==> config.mk <==
export PLATFORM = sky130hd
export DESIGN_NAME = normalization
export DESIGN_NICKNAME = d
export VERILOG_FILES = /design/src/rtl/sd4_mac_pkg.sv /design/src/rtl/normalization_round_rne.sv /design/src/rtl/normalization.sv
export SDC_FILE = /design/constraint.sdc
export NUM_CORES = 1
export LEC_CHECK = 0
export CORE_ASPECT_RATIO = 0.6
export CORE_MARGIN = 8
export CORE_UTILIZATION = 58
export CTS_BUF_LIST = sky130_fd_sc_hd__clkbuf_2
export DETAILED_ROUTE_END_ITERATION = 6
export PLACE_DENSITY = 0.91
export SLEW_MARGIN = 20
export SYNTH_ARGS = -nofsm -noshare
export SYNTH_HDL_FRONTEND = slang
export SYNTH_SLANG_ARGS = --single-unit
==> constraint.sdc <==
create_clock -name clk -period 3.6 [get_ports clk]
set_input_delay 0.72 -clock clk [delete_from_list [all_inputs] [get_ports clk]]
set_output_delay 0.72 -clock clk [all_outputs]
set_load 0.03 [all_outputs]
==> src/rtl/sd4_mac_pkg.sv <==
// rtl/sd4_mac_pkg.sv - shared constants and FSM state type for the SD4 MAC back end
package sd4_mac_pkg;
    localparam int EXP_W       = 5;
    localparam int EXP_BIAS    = 15;
    localparam int EXP_MAX_FIN = 30;

    typedef enum logic [2:0] {
        ST_IDLE  = 3'd0,
        ST_ABS   = 3'd1,
        ST_SHIFT = 3'd2,
        ST_ROUND = 3'd3,
        ST_OUT   = 3'd4
    } norm_state_t;
endpackage

==> src/rtl/normalization_round_rne.sv <==
// rtl/normalization_round_rne.sv - round-to-nearest-even increment of a mantissa field
module round_rne #(
    parameter int MAN_W = 10
) (
    input  logic [MAN_W-1:0] m,
    input  logic             guard,
    input  logic             sticky,
    output logic [MAN_W-1:0] m_rnd,
    output logic             carry
);
    logic inc;

    always_comb begin
        inc            = guard && (sticky || m[0]);
        {carry, m_rnd} = {1'b0, m} + {{MAN_W{1'b0}}, inc};
    end
endmodule

==> src/rtl/normalization.sv <==
// rtl/normalization.sv - iterative normaliser: signed fixed-point sum to sign/exp/mantissa
module normalization
    import sd4_mac_pkg::*;
#(
    parameter int ACC_W   = 20,
    parameter int REF_BIT = 14,
    parameter int MAN_W   = 10
) (
    input  logic             clk,
    input  logic             rst_n,
    input  logic             in_valid,
    output logic             in_ready,
    input  logic [ACC_W-1:0] acc_in,
    input  logic [EXP_W-1:0] ref_exp,
    output logic             out_valid,
    input  logic             out_ready,
    output logic             sign_out,
    output logic [EXP_W-1:0] exp_out,
    output logic [MAN_W-1:0] man_out,
    output logic             ovf,
    output logic             unf
);
    localparam logic signed [7:0] E_OFS = 8'(ACC_W - 1 - REF_BIT);
    localparam logic signed [7:0] E_OVF = 8'(2 * EXP_BIAS + 1);
    localparam int              STK_W = ACC_W - 2 - MAN_W;

    norm_state_t       state_q, state_d;
    logic [ACC_W-1:0]  acc_q, acc_d;
    logic [EXP_W-1:0]  ref_q, ref_d;
    logic              sign_q, sign_d;
    logic [ACC_W-1:0]  mag_q, mag_d;
    logic signed [7:0] exp_q, exp_d;
    logic              out_valid_q, out_valid_d;
    logic              sign_out_q, sign_out_d;
    logic [EXP_W-1:0]  exp_out_q, exp_out_d;
    logic [MAN_W-1:0]  man_out_q, man_out_d;
    logic              ovf_q, ovf_d;
    logic              unf_q, unf_d;

    logic [MAN_W-1:0]  m_rnd;
    logic              carry;
    logic signed [7:0] e_rnd;

    // Hidden one sits in mag_q[ACC_W-1]; the stored field and guard/sticky follow it.
    round_rne #(.MAN_W(MAN_W)) u_round (
        .m      (mag_q[ACC_W-2 -: MAN_W]),
        .guard  (mag_q[STK_W]),
        .sticky (|mag_q[STK_W-1:0]),
        .m_rnd  (m_rnd),
        .carry  (carry)
    );

    always_comb begin
        state_d     = state_q;
        acc_d       = acc_q;
        ref_d       = ref_q;
        sign_d      = sign_q;
        mag_d       = mag_q;
        exp_d       = exp_q;
        out_valid_d = out_valid_q;
        sign_out_d  = sign_out_q;
        exp_out_d   = exp_out_q;
        man_out_d   = man_out_q;
        ovf_d       = ovf_q;
        unf_d       = unf_q;
        e_rnd       = exp_q + $signed({7'b0, carry});

        case (state_q)
            ST_IDLE: begin
                if (in_valid) begin
                    acc_d   = acc_in;
                    ref_d   = ref_exp;
                    ovf_d   = 1'b0;
                    unf_d   = 1'b0;
                    state_d = ST_ABS;
                end
            end
            ST_ABS: begin
                sign_d  = acc_q[ACC_W-1];
                // Most negative input wraps to exactly 2^(ACC_W-1) as an unsigned magnitude.
                mag_d   = acc_q[ACC_W-1] ? (~acc_q + ACC_W'(1)) : acc_q;
                exp_d   = $signed({3'b000, ref_q}) + E_OFS;
                state_d = ST_SHIFT;
            end
            ST_SHIFT: begin
                if ((mag_q == '0) || mag_q[ACC_W-1]) begin
                    state_d = ST_ROUND;
                end else begin
                    mag_d = mag_q << 1;
                    exp_d = exp_q - 8'sd1;
                end
            end
            ST_ROUND: begin
                if (mag_q == '0) begin
                    sign_out_d = 1'b0;
                    exp_out_d  = '0;
                    man_out_d  = '0;
                end else if (e_rnd >= E_OVF) begin
                    sign_out_d = sign_q;
                    exp_out_d  = EXP_W'(EXP_MAX_FIN);
                    man_out_d  = '1;
                    ovf_d      = 1'b1;
                end else if (e_rnd <= 8'sd0) begin
                    sign_out_d = 1'b0;
                    exp_out_d  = '0;
                    man_out_d  = '0;
                    unf_d      = 1'b1;
                end else begin
                    sign_out_d = sign_q;
                    exp_out_d  = e_rnd[EXP_W-1:0];
                    man_out_d  = m_rnd;
                end
                out_valid_d = 1'b1;
                state_d     = ST_OUT;
            end
            ST_OUT: begin
                if (out_ready) begin
                    out_valid_d = 1'b0;
                    state_d     = ST_IDLE;
                end
            end
            default: state_d = ST_IDLE;
        endcase
    end

    always_ff @(posedge clk or negedge rst_n) begin
        if (!rst_n) begin
            state_q     <= ST_IDLE;
            acc_q       <= '0;
            ref_q       <= '0;
            sign_q      <= 1'b0;
            mag_q       <= '0;
            exp_q       <= '0;
            out_valid_q <= 1'b0;
            sign_out_q  <= 1'b0;
            exp_out_q   <= '0;
            man_out_q   <= '0;
            ovf_q       <= 1'b0;
            unf_q       <= 1'b0;
        end else begin
            state_q     <= state_d;
            acc_q       <= acc_d;
            ref_q       <= ref_d;
            sign_q      <= sign_d;
            mag_q       <= mag_d;
            exp_q       <= exp_d;
            out_valid_q <= out_valid_d;
            sign_out_q  <= sign_out_d;
            exp_out_q   <= exp_out_d;
            man_out_q   <= man_out_d;
            ovf_q       <= ovf_d;
            unf_q       <= unf_d;
        end
    end

    assign in_ready  = (state_q == ST_IDLE);
    assign out_valid = out_valid_q;
    assign sign_out  = sign_out_q;
    assign exp_out   = exp_out_q;
    assign man_out   = man_out_q;
    assign ovf       = ovf_q;
    assign unf       = unf_q;
endmodule

==> After elaboration in Yosys (flattened, before gate mapping) <==
Index checks and enable logic that the tools add are counted.
{ "word_totals": {"wordCells": 75, "regBits": 76, "inputBits": 29, "output_inout_bits": 20} }
{ "op_classes": {"n_eq_ne": 12, "bitwise_logic": 1, "mux": 28, "add_sub_neg": 5, "n_lt_le_gt_ge": 2, "n_reduce_logical": 15} }
{ "ops": {"columns": ["operator", "count"], "rows": [
  ["$mux 20", 2],
  ["$pmux 20 s2", 1],
  ["$mux 10", 3],
  ["$add 20x1->20 const B", 1],
  ["$logic_not 20->1", 1],
  ["$not 20->20", 1],
  ["$ne 2x2->1 const B", 8],
  ["$pmux 8 s2", 1],
  ["$mux 5", 3],
  ["$pmux 3 s5", 1],
  ["$add 10x1->11", 1],
  ["$mux 1", 10],
  ["$mux 3", 3],
  ["$add 8x2->8", 1],
  ["$ge 8x6->1 const B", 1],
  ["$le 8x1->1 const B", 1],
  ["$mux 8", 1],
  ["$reduce_or 8->1", 1],
  ["$sub 8x2->8 const B", 1],
  ["$add 5x3->6 const B", 1],
  ["$eq 3x2->1 const B", 2],
  ["$pmux 1 s2", 3],
  ["$reduce_and 2->1", 3],
  ["$reduce_bool 2->1", 3],
  ["8 further kinds", 9]
]} }

==> Logic depth before layout (Yosys ltp) <==
{ "depth": {"word_depth": 10, "depth_mapped": 13, "depth_no_buf": 11} }

==> Cells and area by module <==
From an unflattened synthesis, not the netlist that was laid out.
{ "hier_totals": {"hier_cells": 467, "hier_area_um2": 4240.3} }
{ "modules_own_cells": {"columns": ["module", "area_each_um2", "cells_per_inst", "seq_area_each_um2", "n_inst"], "rows": [
  ["normalization", 4065.1, 445, 1901.8, 1],
  ["round_rne", 175.2, 22, 0.0, 1]
]} }

==> Worst setup path before layout <==
OpenSTA, ideal clock, no wires.
{ "synth_timing": {"path_type": "flip-flop to flip-flop", "start": "register mag_q[8]", "end": "register man_out_q[0], in the netlist man_out[0]", "t_arrival_ps": 2834, "slack_ps": 634, "stages_incl_launch_ff": 14, "required_ps": 3468, "cell_sequence": "dfrtp_1 > and2_1 > ha_1 > and3_1 > and3_1 > ha_1 > ha_1 > clkbuf_1 > xnor2_1 > nand4_1 > a211oi_1 > or3_1 > buf_2 > o211ai_1"} }
{ "synth_between": {"elab_chain_cells": 7, "word_cells_on_any_way": 9} }
{ "synth_rtl": {"columns": ["element", "line", "source"], "rows": [
  ["from (decl)", "normalization.sv:31", "logic [ACC_W-1:0] mag_q, mag_d;"],
  ["from (signal assigned)", "normalization.sv:145", "mag_q <= mag_d;"],
  ["$logic_and 1x1->1", "normalization_round_rne.sv:14", "inc = guard && (sticky || m[0]);"],
  ["$add 10x1->11", "normalization_round_rne.sv:15", "{carry, m_rnd} = {1'b0, m} + {{MAN_W{1'b0}}, inc};"],
  ["$add 8x2->8", "normalization.sv:66", "e_rnd = exp_q + $signed({7'b0, carry});"],
  ["$le 8x1->1", "normalization.sv:103", "end else if (e_rnd <= 8'sd0) begin"],
  ["$mux 10", "normalization.sv:103", null],
  ["$mux 10", "normalization.sv:98", "end else if (e_rnd >= E_OVF) begin"],
  ["$mux 10 *", "normalization.sv:94", "if (mag_q == '0) begin"],
  ["to (signal assigned)", "normalization.sv:150", "man_out_q <= man_out_d;"],
  ["to (decl)", "normalization.sv:36", "logic [MAN_W-1:0] man_out_q, man_out_d;"]
]} }
Every way passes the cells marked *; elsewhere a longest branch is shown, timed or not.
A chain may end at the register's enable or synchronous reset.

==> Worst setup path after layout <==
{ "layout_timing": {"start": "register mag_q[9]", "end": "register man_out_q[2], in the netlist man_out[2]"} }
{ "layout_between": {"elab_chain_cells": 8, "word_cells_on_any_way": 10} }
{ "layout_rtl": {"columns": ["element", "line"], "rows": [
  ["$logic_or 1x1->1", "normalization_round_rne.sv:14"],
  ["$logic_and 1x1->1", "normalization_round_rne.sv:14"],
  ["$add 10x1->11", "normalization_round_rne.sv:15"],
  ["$add 8x2->8", "normalization.sv:66"],
  ["$le 8x1->1", "normalization.sv:103"],
  ["$mux 10", "normalization.sv:103"],
  ["$mux 10", "normalization.sv:98"],
  ["$mux 10 *", "normalization.sv:94"]
]} }
Marked as above.

==> run metrics <==
run status=complete, no violations; Final period util=93.8%; most common cell after layout, fill and taps aside=sky130_fd_sc_hd__dfrtp_1; clock tree from TritonCTS=done; number of ports placed on the die boundary=49; Die Y=82.3 um; final standard cell utilization of the core=67.6%; area of the mapped netlist=4250 um^2; mean post-synth cell area=9.67 um^2; area of the multi-input gates=2160 um^2; sum of overflow across all layers after global routing=0; Post-synth EDFFs=0; worst clock skew=0.0268 ns; antenna violations before repair=0; maximum clock insertion buffer count=2; CORE AREA=7180 um^2; number of hold violations in the final report=0; overall die area=10,400 um^2; flip-flop and latch area=1900 um^2; worst-case setup margin in the final layout=0.223 ns; number of global-route vias before repair=3,314; total inserted antenna cells=0; largest net degree at the start of global routing=32; endpoint kind of the worst setup timing path=register; setup repair after global routing missed its margin=false; routed via count divided by cell count=6.29; count of cell types in the netlist=55; global placer's final weighted congestion=0.923; async set-or-reset flop fraction in the synthesized netlist=100%; setup violation total in the final timing report=0; startpoint of the worst setup timing path=mag_q[9]; highest-count cells in the layout ignoring fill and taps=sky130_fd_sc_hd__dfrtp_1 (76), sky130_fd_sc_hd__clkdlybuf4s50_1 (47), sky130_fd_sc_hd__nand2_1 (44), sky130_fd_sc_hd__mux2_2 (28), sky130_fd_sc_hd__a21oi_1 (26); Worst-path clk slew=0.21 ns; flip-flop and latch count after synthesis=76; number of violations of the max-capacitance limit=0; net count of the mapped netlist=475; actual slew at the worst max-slew pin=0.667 ns; post-layout minimum cycle time=3.38 ns; clock root buffer=sky130_fd_sc_hd__clkbuf_2; insertion delay of the later-clocked pin in the worst-skew pair=0.52 ns; total routing resource utilization after global routing=20.4%; reg-to-reg critical path startpoint=mag_q[9]; post-route antenna net violation count=0; Primary FF master, synth=sky130_fd_sc_hd__dfrtp_1; H-Tree Depth=3; data arrival time at the worst-slack endpoint=3.77 ns; critical path fanouts, max=11; maximum clock frequency=0.296 GHz; area added between synthesis and finish=14.1%; quantity of I/O buffers inserted on ports=48; fraction of layout cells with a size suffix above 1=12.6%; global-route wire length before repair=17,000 um; count of clock tree sinks=76; final slew viol count=0; Detail Placement HPWL=7570 um; die extent in x=127 um; Filler Cells Inserted=579; total negative slack for setup checks=0 ns; worst voltage drop across the vdd grid=0.445 mV; First DRT Iteration DRCs=371; Post-Place Worst Slack=0.356 ns; length of the first detailed-routing pass in iterations=5; sequential area share after synthesis=44.7%; synthesized instance count=440; static leakage=2.04 nW; Post-CTS Setup Bufs=0; Post-Route Hold Slack=0.161 ns; Pwr Density=997 nW/um^2; final routed DRC violation total=0; number of nets in the finished design=508; post-DR wirelength/cell=18.0 um; detailed-route wire length=10,200 um; starting density of the core=59.3%; total design power=4.84 mW; number of warnings issued by yosys=0; total CTS buffers=9; number of placement rows=24; routed vias=3,581; max_slew headroom=55.4%; launching element type of the critical path=register; Data required, critical path=3.99 ns; crit path kind=reg -> reg; classification of the worst-slack hold path=in -> async
-- final timing paths --
kind                         endpoint  slack (ns)  cells past startpoint
max reg2reg                man_out[2]        0.22                     11
max in group asynchronous    mag_q[1]        2.61                      2
min                        state_q[1]        0.16                      1
max                        man_out[2]        0.22                     11
min in group clk           man_out[1]        0.52                      2
min reg2reg                man_out[1]        0.52                      2
-- synth_stat cells (all sizes together) (5+ instances only) --
cell	instances	area (um^2)
a21o	5	37.5
a21oi	26	130
a31oi	9	56.3
and2	5	31.3
and3	7	43.8
buf	13	66.3
clkbuf	20	75.1
dfrtp	76	1900
ha	6	75.1
inv	14	52.6
mux2	28	315
mux2i	7	70.1
nand2	44	165
nand3	12	60.1
nor2	19	87.6
nor3	12	60.1
nor4	9	71.3
o211ai	8	60.1
o21ai	25	129
o22ai	5	31.3
o31ai	6	45.0
or3	6	37.5
or4	6	52.6
xnor2	14	123
xor2	12	105
-- flip-flops by register name, summed over array words and instances, names as in the netlist --
signal and cells:
state_q 3, sign_q 1, sign_out 1, ovf 1, out_valid 1, unf 1
exp_q 8, ref_q 5, exp_out 5, mag_q 20, man_out 10, acc_q 20
-- worst max-delay path, stage by stage, from the launching register on --
cell                        delay, ns
sky130_fd_sc_hd__dfrtp_1         0.48
sky130_fd_sc_hd__and2_1          0.17
sky130_fd_sc_hd__ha_1            0.21
sky130_fd_sc_hd__and3_1          0.21
sky130_fd_sc_hd__and3_1          0.18
sky130_fd_sc_hd__ha_1            0.24
sky130_fd_sc_hd__ha_1            0.30
sky130_fd_sc_hd__xnor2_1         0.19
sky130_fd_sc_hd__nand4_1         0.21
sky130_fd_sc_hd__a2111oi_1       0.52
sky130_fd_sc_hd__or3_1           0.38
sky130_fd_sc_hd__o211ai_1        0.15
-- cell families after synthesis --
logic type	after synthesis	synth area share, %
AND/OR/NAND/NOR	139	17.5
AO/OA/AOI/OAI	111	17.0
flip-flops	76	44.7
buffers and inverters	47	4.56
multiplexers	35	9.06
XOR/XNOR	26	5.35
adder cells (fa/ha/maj)	6	1.77
-- power breakdown --
group / total, mW / leakage, nW / internal (mW) / switching (mW)
clock network: 0.396 / 0.0539 / 0.0915 / 0.304
registers: 1.86 / 0.928 / 1.28 / 0.579
logic: 2.58 / 1.06 / 1.18 / 1.41
total: 4.84 / 2.04 / 2.55 / 2.29
-- metrics by stage --
step / cell area, um^2 / instances
floorplan: 4250 / 440
global placement: 4760 / 553
detailed placement: 4760 / 553
CTS: 4850 / 569
global route: 4850 / 569
finish: 4850 / 569
-- final cells by class --
class / count / share of cell area, %
sequential: 76 / 39.2
inverter: 14 / 1.08
clock inverter: 6 / 0.851
tap: 91 / 2.35
multi-input combinational: 317 / 44.6
timing repair buffer: 55 / 10.9
clock buffer: 10 / 1.03
-- per-layer routing --
| metal | vias to the layer above | global-route usage, % | share of wire, % |
|---|---|---|---|
| met3 | 16 | 5.90 | 8.3 |
| met4 | 0 | 4.29 | 0.80 |
| met1 | 1727 | 30.0 | 50 |
| li1 | 1670 | - | - |
| met5 | - | 0 | 0 |
| met2 | 168 | 28.9 | 41 |
-- repair_timing --
action	CTS	global route
hold endpoints to repair	0	0
endpoints found under the setup margin	0	1
hold buffers	0	0
gates resized for setup	0	1
No activity file was read; power rests on OpenSTA's default activity.
